===== src/rtl/cv32e40p_x_disp_pkg.sv =====
// Shared types for the X-interface dispatcher: coprocessor index, request/response bundles.
// The localparams here size the shared types; the top's parameters default to them.
package cv32e40p_x_disp_pkg;

    localparam int CP_NUM    = 2;
    localparam int CP_XLEN   = 32;
    localparam int CP_NUM_RS = 3;
    localparam int CP_IDX_W  = (CP_NUM > 1) ? $clog2(CP_NUM) : 1;

    typedef logic [CP_IDX_W-1:0] cp_idx_t;

    typedef struct packed {
        logic [31:0]                  instr;
        logic [CP_NUM_RS*CP_XLEN-1:0] rs;
        logic [CP_NUM_RS-1:0]         rs_valid;
        logic                         rd_clean;
    } x_req_t;

    typedef struct packed {
        logic [4:0]         rd;
        logic [CP_XLEN-1:0] data;
        logic               dualwb;
        logic               error;
    } x_rsp_t;

    function automatic logic [3:0] count_ones8(input logic [7:0] v);
        logic [3:0] c;
        c = '0;
        for (int i = 0; i < 8; i++) c = c + {3'b000, v[i]};
        return c;
    endfunction

endpackage


===== src/rtl/cv32e40p_x_id_fifo.sv =====
// In-order FIFO of coprocessor indices that owe a writeback response.
module cv32e40p_x_id_fifo
    import cv32e40p_x_disp_pkg::*;
#(
    parameter int DEPTH = 4
) (
    input  logic                       clk,
    input  logic                       rst,
    input  logic                       push,
    input  cp_idx_t                    push_id,
    input  logic                       pop,
    output cp_idx_t                    head_id,
    output logic                       full,
    output logic                       empty,
    output logic [$clog2(DEPTH+1)-1:0] count
);
    localparam int PTR_W = $clog2(DEPTH);
    localparam int CNT_W = $clog2(DEPTH+1);

    cp_idx_t          mem [DEPTH];
    logic [PTR_W-1:0] wr_ptr, rd_ptr;
    logic             do_push, do_pop;

    assign full    = (count == CNT_W'(DEPTH));
    assign empty   = (count == '0);
    assign do_push = push & ~full;
    assign do_pop  = pop & ~empty;
    assign head_id = mem[rd_ptr];

    always_ff @(posedge clk) begin
        if (do_push) mem[wr_ptr] <= push_id;
    end

    // DEPTH is a power of two, so pointers wrap naturally.
    always_ff @(posedge clk) begin
        if (rst) begin
            wr_ptr <= '0;
            rd_ptr <= '0;
            count  <= '0;
        end else begin
            if (do_push) wr_ptr <= wr_ptr + 1'b1;
            if (do_pop)  rd_ptr <= rd_ptr + 1'b1;
            count <= count + CNT_W'(do_push) - CNT_W'(do_pop);
        end
    end

endmodule


===== src/rtl/cv32e40p_x_dispatcher.sv =====
// Fans one core X-interface out to NUM_COPROC coprocessors; picks the lowest accepting
// coprocessor per offload and returns writeback responses strictly in issue order.
module cv32e40p_x_dispatcher
    import cv32e40p_x_disp_pkg::*;
#(
    parameter int NUM_COPROC = CP_NUM,
    parameter int DEPTH      = 4,
    parameter int X_NUM_RS   = CP_NUM_RS,
    parameter int XLEN       = CP_XLEN
) (
    input  logic                        clk_i,
    input  logic                        rst_i,
    input  logic                        x_valid_i,
    output logic                        x_ready_o,
    input  logic [31:0]                 x_instr_data_i,
    input  logic [X_NUM_RS*XLEN-1:0]    x_rs_i,
    input  logic [X_NUM_RS-1:0]         x_rs_valid_i,
    input  logic                        x_rd_clean_i,
    output logic                        x_accept_o,
    output logic                        x_is_mem_op_o,
    output logic                        x_writeback_o,
    output logic                        x_rvalid_o,
    input  logic                        x_rready_i,
    output logic [4:0]                  x_rd_o,
    output logic [XLEN-1:0]             x_data_o,
    output logic                        x_dualwb_o,
    output logic                        x_error_o,
    output logic [NUM_COPROC-1:0]       cp_valid_o,
    input  logic [NUM_COPROC-1:0]       cp_ready_i,
    output logic [31:0]                 cp_instr_data_o,
    output logic [X_NUM_RS*XLEN-1:0]    cp_rs_o,
    output logic [X_NUM_RS-1:0]         cp_rs_valid_o,
    output logic                        cp_rd_clean_o,
    input  logic [NUM_COPROC-1:0]       cp_accept_i,
    input  logic [NUM_COPROC-1:0]       cp_is_mem_op_i,
    input  logic [NUM_COPROC-1:0]       cp_writeback_i,
    input  logic [NUM_COPROC-1:0]       cp_rvalid_i,
    output logic [NUM_COPROC-1:0]       cp_rready_o,
    input  logic [NUM_COPROC*5-1:0]     cp_rd_i,
    input  logic [NUM_COPROC*XLEN-1:0]  cp_data_i,
    input  logic [NUM_COPROC-1:0]       cp_dualwb_i,
    input  logic [NUM_COPROC-1:0]       cp_error_i,
    output logic [$clog2(DEPTH+1)-1:0]  outstanding_o,
    output logic                        multi_accept_o,
    output logic                        spurious_rsp_o
);
    x_req_t req;
    x_rsp_t rsp;

    logic                  full, empty, push, pop, any_acc;
    cp_idx_t               head, winner;
    logic [NUM_COPROC-1:0] rdy_seen, acc_seen, mem_seen, wb_seen;
    logic [NUM_COPROC-1:0] acc_eff, mem_eff, wb_eff, stale;
    logic [NUM_COPROC-1:0][3:0] stale_cnt;
    logic [3:0]            n_acc;

    assign req = '{instr: x_instr_data_i, rs: x_rs_i, rs_valid: x_rs_valid_i,
                   rd_clean: x_rd_clean_i};
    assign cp_instr_data_o = req.instr;
    assign cp_rs_o         = req.rs;
    assign cp_rs_valid_o   = req.rs_valid;
    assign cp_rd_clean_o   = req.rd_clean;

    // A coprocessor that already answered is not offered the same request again.
    assign cp_valid_o = (rst_i | full | ~x_valid_i) ? '0 : ~rdy_seen;
    assign x_ready_o  = ~rst_i & x_valid_i & ~full & (&(rdy_seen | cp_ready_i));

    always_comb begin
        acc_eff = '0;
        mem_eff = '0;
        wb_eff  = '0;
        winner  = '0;
        any_acc = 1'b0;
        for (int i = NUM_COPROC-1; i >= 0; i--) begin
            acc_eff[i] = rdy_seen[i] ? acc_seen[i] : (cp_ready_i[i] & cp_accept_i[i]);
            mem_eff[i] = rdy_seen[i] ? mem_seen[i] : cp_is_mem_op_i[i];
            wb_eff[i]  = rdy_seen[i] ? wb_seen[i]  : cp_writeback_i[i];
            if (acc_eff[i]) begin
                winner  = cp_idx_t'(i);
                any_acc = 1'b1;
            end
        end
        n_acc = count_ones8(8'(acc_eff));
    end

    assign x_accept_o     = x_ready_o & any_acc;
    assign x_is_mem_op_o  = x_accept_o & mem_eff[winner];
    assign x_writeback_o  = x_accept_o & wb_eff[winner];
    assign multi_accept_o = x_ready_o & (n_acc > 4'd1);
    assign push           = x_accept_o & x_writeback_o;

    always_ff @(posedge clk_i) begin
        if (rst_i || x_ready_o) begin
            rdy_seen <= '0;
            acc_seen <= '0;
            mem_seen <= '0;
            wb_seen  <= '0;
        end else begin
            for (int i = 0; i < NUM_COPROC; i++) begin
                if (cp_valid_o[i] && cp_ready_i[i]) begin
                    rdy_seen[i] <= 1'b1;
                    acc_seen[i] <= cp_accept_i[i];
                    mem_seen[i] <= cp_is_mem_op_i[i];
                    wb_seen[i]  <= cp_writeback_i[i];
                end
            end
        end
    end

    cv32e40p_x_id_fifo #(.DEPTH(DEPTH)) u_id_fifo (
        .clk     (clk_i),
        .rst     (rst_i),
        .push    (push),
        .push_id (winner),
        .pop     (pop),
        .head_id (head),
        .full    (full),
        .empty   (empty),
        .count   (outstanding_o)
    );

    assign x_rvalid_o = ~rst_i & ~empty & cp_rvalid_i[head];

    always_comb begin
        rsp = '0;
        if (x_rvalid_o) begin
            rsp.rd     = cp_rd_i[int'(head)*5 +: 5];
            rsp.data   = cp_data_i[int'(head)*XLEN +: XLEN];
            rsp.dualwb = cp_dualwb_i[head];
            rsp.error  = cp_error_i[head];
        end
    end

    assign x_rd_o     = rsp.rd;
    assign x_data_o   = rsp.data;
    assign x_dualwb_o = rsp.dualwb;
    assign x_error_o  = rsp.error;

    // Only the head may complete; everyone else is back-pressured.
    always_comb begin
        cp_rready_o = '0;
        if (!rst_i && !empty && x_rready_i) cp_rready_o[head] = 1'b1;
    end

    // The first beat of a dual writeback leaves the entry in place for the second.
    assign pop = x_rvalid_o & x_rready_i & ~rsp.dualwb;

    always_comb begin
        stale          = '0;
        spurious_rsp_o = 1'b0;
        for (int i = 0; i < NUM_COPROC; i++) begin
            stale[i] = cp_rvalid_i[i] & (empty | (cp_idx_t'(i) != head));
            if (!rst_i && stale[i] && stale_cnt[i] == 4'hF) spurious_rsp_o = 1'b1;
        end
    end

    always_ff @(posedge clk_i) begin
        for (int i = 0; i < NUM_COPROC; i++) begin
            if (rst_i || !stale[i]) stale_cnt[i] <= '0;
            else                    stale_cnt[i] <= stale_cnt[i] + 4'd1;
        end
    end

endmodule


===== config.mk =====
export PLATFORM = sky130hd
export DESIGN_NAME = cv32e40p_x_dispatcher
export DESIGN_NICKNAME = d
export VERILOG_FILES = /design/src/rtl/cv32e40p_x_disp_pkg.sv /design/src/rtl/cv32e40p_x_id_fifo.sv /design/src/rtl/cv32e40p_x_dispatcher.sv
export SDC_FILE = /design/constraint.sdc
export NUM_CORES = 1
export LEC_CHECK = 0
export BUFFER_PORTS_ARGS = -buffer_cell sky130_fd_sc_hd__buf_2
export CORE_AREA = 2 2 158 160
export DETAILED_ROUTE_END_ITERATION = 16
export DIE_AREA = 0 0 160 162
export REMOVE_ABC_BUFFERS = 1
export SLEW_MARGIN = 40
export SYNTH_ARGS = -nofsm -noshare
export SYNTH_HDL_FRONTEND = slang
export SYNTH_SLANG_ARGS = --single-unit

===== constraint.sdc =====
create_clock -name clk_i -period 7.05 [get_ports clk_i]
set_clock_uncertainty 0.2 [all_clocks]
set_input_delay 0.3525 -clock clk_i [delete_from_list [all_inputs] [get_ports clk_i]]
set_output_delay 0.3525 -clock clk_i [all_outputs]
set_load 0.02 [all_outputs]

==> impl_results.md, run 1 <==
- Slowest cell on crit path: mux4_4
- Unrepaired setup endpoints after global routing: no
- Setup TNS: 0 ns
- Cells after synthesis: about 410
- Grt ovf: 0
- DRT Pass-1 Iters: 4
- Dpl cell area: 3077 sq um
- Commonest cells in the synthesized netlist: 132 x buf_4, 79 x nand2_1, 41 x a21oi_1
- Dominant cell type by area after synthesis: buf_4
- # clock sinks: 29
- HP Start: cp_is_mem_op_i[1]
- Power Total: roughly 0.00051 W
- Crit path kind: flop to flop
- Max-cap violations: 0
- Sequential share of power: approximately 34%
- First DRT Iteration DRCs: approximately 150
- Max incr delay on CP: about 0.95 ns
- Setup Viol. Count Final: 0
- First-pass GRT wire length: approximately 39000 um
- CP cell instances: mux4_4 -> mux2_4 -> nor4_4 -> ha_1 -> inv_1 -> ha_1 -> inv_1 -> fa_1 -> xor2_1 -> xnor2_1 -> nor2_1
- Critical Path Start Type: flop
- Flop-to-flop setup slack: roughly 3.4 ns
- Row cnt: 57
- Sequential area share after synthesis: between 20% and 30%
- Crit path max-delay family: multiplexers
- Ant. Diodes: 0
- Hold Crit Class: input pin to flop
- Post-synthesis instance area: about 3000 sq um
- Ports: 409
- Post-synth EDFFs: 4
- Post-Route WL: roughly 34000 um
- TritonCTS clock tree: done
- Status: finished, final reports clean
- Sw Ratio: between 20% and 30%
- Power per Cell Area: roughly 160 nW/um^2
- Post-CTS Hold Buffers: 0
- Ys Warns: 0
- GRT Overall Usage: 24.96%
- WL per Instance: between 40 and 50 um
- Clock Power Share: between 50 and 60%
- Top-area cell type share of the netlist area: about a third
- R2R cell count: 11
- RR Endpoint: u_id_fifo.count[2]$_SDFF_PP0_
- Critical Path AT: between 3 and 4 ns
- Met3 usage: between 20% and 30%
- Clock buffer depth: 2
- Post_cts resized: 0
- Synth Flop Type: dfxtp_1
- Critical path buffers and inverters: 2
- Synth top area cells: buf_4 33%, dfxtp_1 17%, nand2_1 10%
- Num CTS Buffers: 5
- Final-layout fill cell count: approximately 2800
- Max Clock Freq: approximately 270 MHz
- Worst Tran Pin Value: approximately 0.7 ns
- Placer congestion estimate: approximately 1.0
- Busiest grt layer: met2
- Via density: 3.903
- Final period utilization: between 50% and 60%
- Max-slew headroom: 53.35%
- Synthesized area per cell: between 7 and 8 sq um
- Starting density of the core: 12.33%
- DIE WIDTH: 160 um
- Critical Path Stages: 11
- Vias in the first global route: about 2500
- Critical path fanouts, max: 42
- Met2 Resource Use GR: a little under 50%
- Required time of the critical path: around 7 ns
- Initial antenna violation count: 0
- Crit end category: flop
- Vias: between 2000 and 3000
- VDD IR-drop max: approximately 0.14 mV
- Ys async rst share: 0%
- IO buf count: about 140
- CTS Root Cell: clkbuf_16
- Met1 usage in global routing: between 9 and 10%
- Crit path to: u_id_fifo.count[2]$_SDFF_PP0_
- Pin count of the biggest net entering global routing: 43
- Latest clock arrival within the worst-skew pair: roughly 0.28 ns
- Final nets: approximately 650
- Final number of max-transition violations: 0
- Die Area: about 26000 sq um
- Fin. Hold Viols: 0
- Lkg Pwr: 1.562 nW
- Final Instance Area: about 3300 sq um
- Tmin final: 3.669 ns
- Share of cells above drive strength 1: about two fifths
- Power Internal: 0.0004026 W
- Residual DRC: 0
- Yosys cell types: 34
- Die height: 162 um
- Post-CTS Setup Inserts: 0
- Total core area: 24110 sq um
- Htree depth: 2
- Total net switching power: 0.0001090 W
- Synthesis-stage register bit count: 29
- DP HPWL: 31170 um
- Antenna Violating Nets Remaining: 0
- Clock transition at the registers of the reported paths: approximately 0.050 ns
- Combinational share of power: about an eighth
- Area growth, synth to finish: 10.06%
- Cell with the most instances after synthesis: buf_4
## worst min-delay path by stage
stage,end,slack [ns],cells after the start
after floorplan,stale_cnt[0]$_SDFF_PN0_,0.22,1
after global placement,stale_cnt[4]$_SDFF_PN0_,0.23,1
after detailed placement,stale_cnt[0]$_SDFF_PN0_,0.24,1
after CTS,mem_seen[0]$_SDFFE_PP0P_,0.13,3
after global routing,acc_seen[1]$_SDFFE_PP0P_,0.15,3
final,mem_seen[1]$_SDFFE_PP0P_,0.13,3
## registers in the layout (all words and copies together), names as in the netlist, named ones only
signal and count:
stale_cnt 8, u_id_fifo.mem 4, u_id_fifo.count 3, acc_seen 2, mem_seen 2, rdy_seen 2, u_id_fifo.rd_ptr 2, u_id_fifo.wr_ptr 2
wb_seen 2
## cell type report
class	instances	area [sq um]	share of cell area, %
multi-input cells	223	1264	38.62
clock inverters	3	65.06	1.989
inverters	11	41.29	1.262
clock buffers	5	125.1	3.824
well taps	324	405.4	12.39
repair buffers	146	750.7	22.94
flip-flops and latches	29	620.6	18.97
## power groups by stage
stage	Clock [W]	Combinational (W)	Sequential, W
floorplan	0	0.0000253	0.000177
global placement	0	0.0000589	0.000178
detailed placement	0	0.0000597	0.000178
CTS	0.000284	0.0000600	0.000174
global route	0.000293	0.0000669	0.000175
finish	0.000278	0.0000598	0.000174
## stage by stage
stage               worst slack (ns)  util (%)  cells  hold slack, ns
CTS                            3.348     13.55    741          0.1257
detailed placement             3.398     12.76    733          0.2432
global route                   3.194     13.57    741          0.1468
finish                         3.381     13.57    741          0.1303
floorplan                      3.377         -    263          0.2176
global placement               3.429     12.64    731          0.2290
## worst min-delay path, cell delays in order
cell and delay, ns:
buf_2 0.08, mux2i_1 0.06, nor2_1 0.07
## layout by cell type (no fill, tap or decap), types with 2 or more instances in the layout
master | synthesis | routed
nand2b_1 | 3 | 3
buf_2 | 4 | 144
nor2_1 | 30 | 30
o21ai_0 | 3 | 3
nor3b_1 | 2 | 2
a21oi_1 | 41 | 40
o22ai_1 | 3 | 3
nor2b_1 | 4 | 4
inv_1 | 11 | 11
or2_2 | 3 | 2
ha_1 | 8 | 8
nand3_1 | 6 | 6
bufinv_16 | 0 | 2
mux2i_1 | 13 | 13
xor2_1 | 3 | 3
edfxtp_1 | 4 | 4
buf_8 | 0 | 2
nand2_1 | 79 | 79
clkbuf_16 | 0 | 5
nor3_1 | 4 | 4
xnor2_1 | 4 | 4
and3_1 | 4 | 4
o22a_1 | 2 | 2
dfxtp_1 | 25 | 25
## per-layer routing
metal / up-vias / share of wire [%] / wire length (um)
met2: 480 / 54 / 18160
met5: - / 1.4 / 460
met3: 41 / 25 / 8266
li1: 1197 / - / -
met1: 1162 / 15 / 5042
met4: 12 / 5.1 / 1704
## cells by family (layout without fill, tap and decap cells)
family,after synthesis,count (layout),share of synthesized area [%]
muxes,16,16,6.018
DFF,29,29,20.88
adders and majority gates,9,9,4.041
buffers and inverters,161,165,37.16
xor gates and xnor gates,7,7,2.062
AOI/OAI and AO/OA,53,53,9.723
and+or+nand+nor,138,138,20.12
Note: power is estimated with default switching activity, not from simulation.
==> inputs of run 2 (changes only) <==
Settings changed: CORE_AREA 2 2 158 160 to 2 2 157 159, DIE_AREA 0 0 160 162 to 0 0 159 161.
Clock period 7.05 ns to 3.2 ns, I/O delays scaled along.
==> run 2 against run 1 <==
Critical path depth is the same. Critical endpoint unchanged. Power is 120% higher. Design area grew 3.0%. Fmax increased by 17%. Sequential cell count is the same. Global-route usage increased by 0.77 points. Count of clock-buffer cells in the layout is the same. Wire length increased by 1.6%. Worst hold slack worse by 0.088 ns. Register-to-register slack lost 3.3 ns. Clock power increased by 120%. Die area is 1.2% lower.
==> impl_results.md, run 2 (synthesized netlist as in run 1, its figures left out) <==
- Status: finished, final reports clean
- Max FFs per register: 8
- Max-slew headroom: a little over half
- Critical path buffers and inverters: 2
- Worst r2r src: u_id_fifo.mem[3]$_DFFE_PP_
- HP Start: rst_i
- Critical Path Start Type: flop
- Sequential cell area: 620.6 sq um
- Clock Power Share: around 54%
- WL per Instance: 45.37 um
- Num CTS Buffers: 5
- CTS Root Cell: clkbuf_16
- Placer congestion estimate: between 0.9 and 1
- Vias in the first global route: roughly 2500
- Residual DRC: 0
- CP cell instances: mux4_2 -> mux2_4 -> nor4_4 -> ha_1 -> inv_1 -> ha_1 -> inv_1 -> fa_2 -> xor2_2 -> xnor2_1 -> nor2_1
- Share of cells above drive strength 1: between 30% and 40%
- Antenna Violating Nets Remaining: 0
- Flop-to-flop setup slack: a little over 0.07 ns
- Worst Hold End: u_id_fifo.count[2]$_SDFF_PP0_
- Row cnt: 57
- Combinational share of power: 12.2%
- Total net switching power: roughly 0.00024 W
- Hold WS: 0.04184 ns
- Tmin final: about 3.1 ns
- Grt ovf: 0
- Post-Route WL: around 34000 um
- Final-layout fill cell count: between 2000 and 3000
- Die Area: 25600 sq um
- Top flop regs: stale_cnt: 8 flops, u_id_fifo.mem: 4 flops, u_id_fifo.count: 3 flops
- Max Clock Freq: between 300 and 400 MHz
- Ant. Diodes: 0
- Critical Path Stages: 11
- Latest clock arrival within the worst-skew pair: between 0.2 and 0.3 ns
- GRT Overall Usage: between 20% and 30%
- Worst Tran Pin Value: ~0.7 ns
- Slowest cell on crit path: mux4_2
- DP HPWL: roughly 32000 um
- Critical Path AT: slightly above 3 ns
- Setup Viol. Count Final: 0
- DIE WIDTH: ~160 um
- DRT Pass-1 Iters: 4
- Starting density of the core: about 12%
- Die height: 161 um
- IO buf count: between 100 and 150
- First DRT Iteration DRCs: 200
- # clock sinks: 29
- Total core area: between 20000 and 25000 sq um
- Multi-input gate area: roughly 1300 sq um
- Clock buffer depth: 2
- Fin. Hold Viols: 0
- Area growth, synth to finish: 13.34%
- Sequential share of power: 34.0%
- Lkg Pwr: around 1.6 nW
- Most frequent cells in the layout: 144 x buf_2, 79 x nand2_1, 40 x a21oi_1
- Crit path kind: flop to flop
- Final Core Density: 14.06%
- Final period utilization: between 90% and 100%
- Vias: 2918
- VDD IR-drop max: around 0.26 mV
- Required time of the critical path: 3.16 ns
- Crit path max-delay family: multiplexers
- Hold Path Stages: 2
- Reg with most FFs: stale_cnt
- Power per Cell Area: 335.1 nW/um^2
- Max incr delay on CP: between 0.5 and 0.6 ns
- R2R cell count: 11
- First-pass GRT wire length: just under 40000 um
- Unrepaired setup endpoints after global routing: yes
- Crit end category: flop
- Via density: slightly below 4
- Max-cap violations: 0
- Pin count of the biggest net entering global routing: between 40 and 50
- Htree depth: 2
- Clock transition at the registers of the reported paths: 0.05 ns
- Critical path fanouts, max: 3
- Ports: between 400 and 500
- Final number of max-transition violations: 0
- Initial antenna violation count: 0
- Final nets: roughly 660
- Power Internal: a little under 0.0009 W
- Most common cell after layout, fill and taps aside: buf_2
- Sw Ratio: between 20% and 30%
- RR Endpoint: u_id_fifo.count[2]$_SDFF_PP0_
- Hold Crit Class: input pin to flop
- TritonCTS clock tree: done
run 2: how the worst max path moves through the flow:
stage                               endpoint                       start  slack (ns)
2_1_floorplan                 spurious_rsp_o                        flop       -0.28
3_3_place_gp   u_id_fifo.count[2]$_SDFF_PP0_  u_id_fifo.mem[3]$_DFFE_PP_        0.07
3_5_place_dp   u_id_fifo.count[2]$_SDFF_PP0_  u_id_fifo.mem[3]$_DFFE_PP_        0.07
4_1_cts        u_id_fifo.count[2]$_SDFF_PP0_  u_id_fifo.mem[3]$_DFFE_PP_        0.05
5_1_grt        u_id_fifo.count[2]$_SDFF_PP0_  u_id_fifo.mem[3]$_DFFE_PP_       -0.05
6_report       u_id_fifo.count[2]$_SDFF_PP0_  u_id_fifo.mem[3]$_DFFE_PP_        0.07
run 2: final cells by class:
class,count,area share [%]
Tap cell,324,12.03
Multi-Input combinational cell,223,37.73
Clock buffer,5,3.713
Inverter,11,1.225
Timing Repair Buffer,158,24.95
Sequential cell,29,18.42
Clock inverter,3,1.931
run 2: repair_timing:
item	CTS	global route
hold buffers	6	0
buffers inserted	0	4
endpoints found under the setup margin	0	1
endpoints found under the hold margin	6	0
gates resized for setup	0	2
run 2: power groups by stage:
stage / combinational [W] / sequential, W / clock, W
after CTS: 0.000136 / 0.000383 / 0.000615
after detailed placement: 0.000130 / 0.000391 / 0
after global placement: 0.000128 / 0.000391 / 0
final: 0.000138 / 0.000384 / 0.000608
after floorplan: 0.0000556 / 0.000390 / 0
after global routing: 0.000153 / 0.000384 / 0.000630
run 2: routing by layer:
layer / track usage (%) / vias up / part of all wire (%)
met2: 52.21 / 465 / 56
met1: 9.158 / 1183 / 13
met5: 8.902 / - / 0.80
li1: - / 1223 / -
met3: 31.72 / 39 / 26
met4: 8.099 / 8 / 4.3
run 2: through the flow:
step | instance area, sq um | cells | power, W | setup WS (ns) | TNS, ns
final | 3369 | 753 | 0.001129 | 0.07095 | 0
after global routing | 3369 | 753 | 0.001167 | -0.04816 | -0.04816
after CTS | 3327 | 749 | 0.001134 | 0.05486 | 0
after detailed placement | 3077 | 735 | 0.0005208 | 0.06589 | 0
after global placement | 3077 | 735 | 0.0005185 | 0.07467 | 0
after floorplan | 1909 | 263 | 0.0004452 | -0.2808 | -0.3588
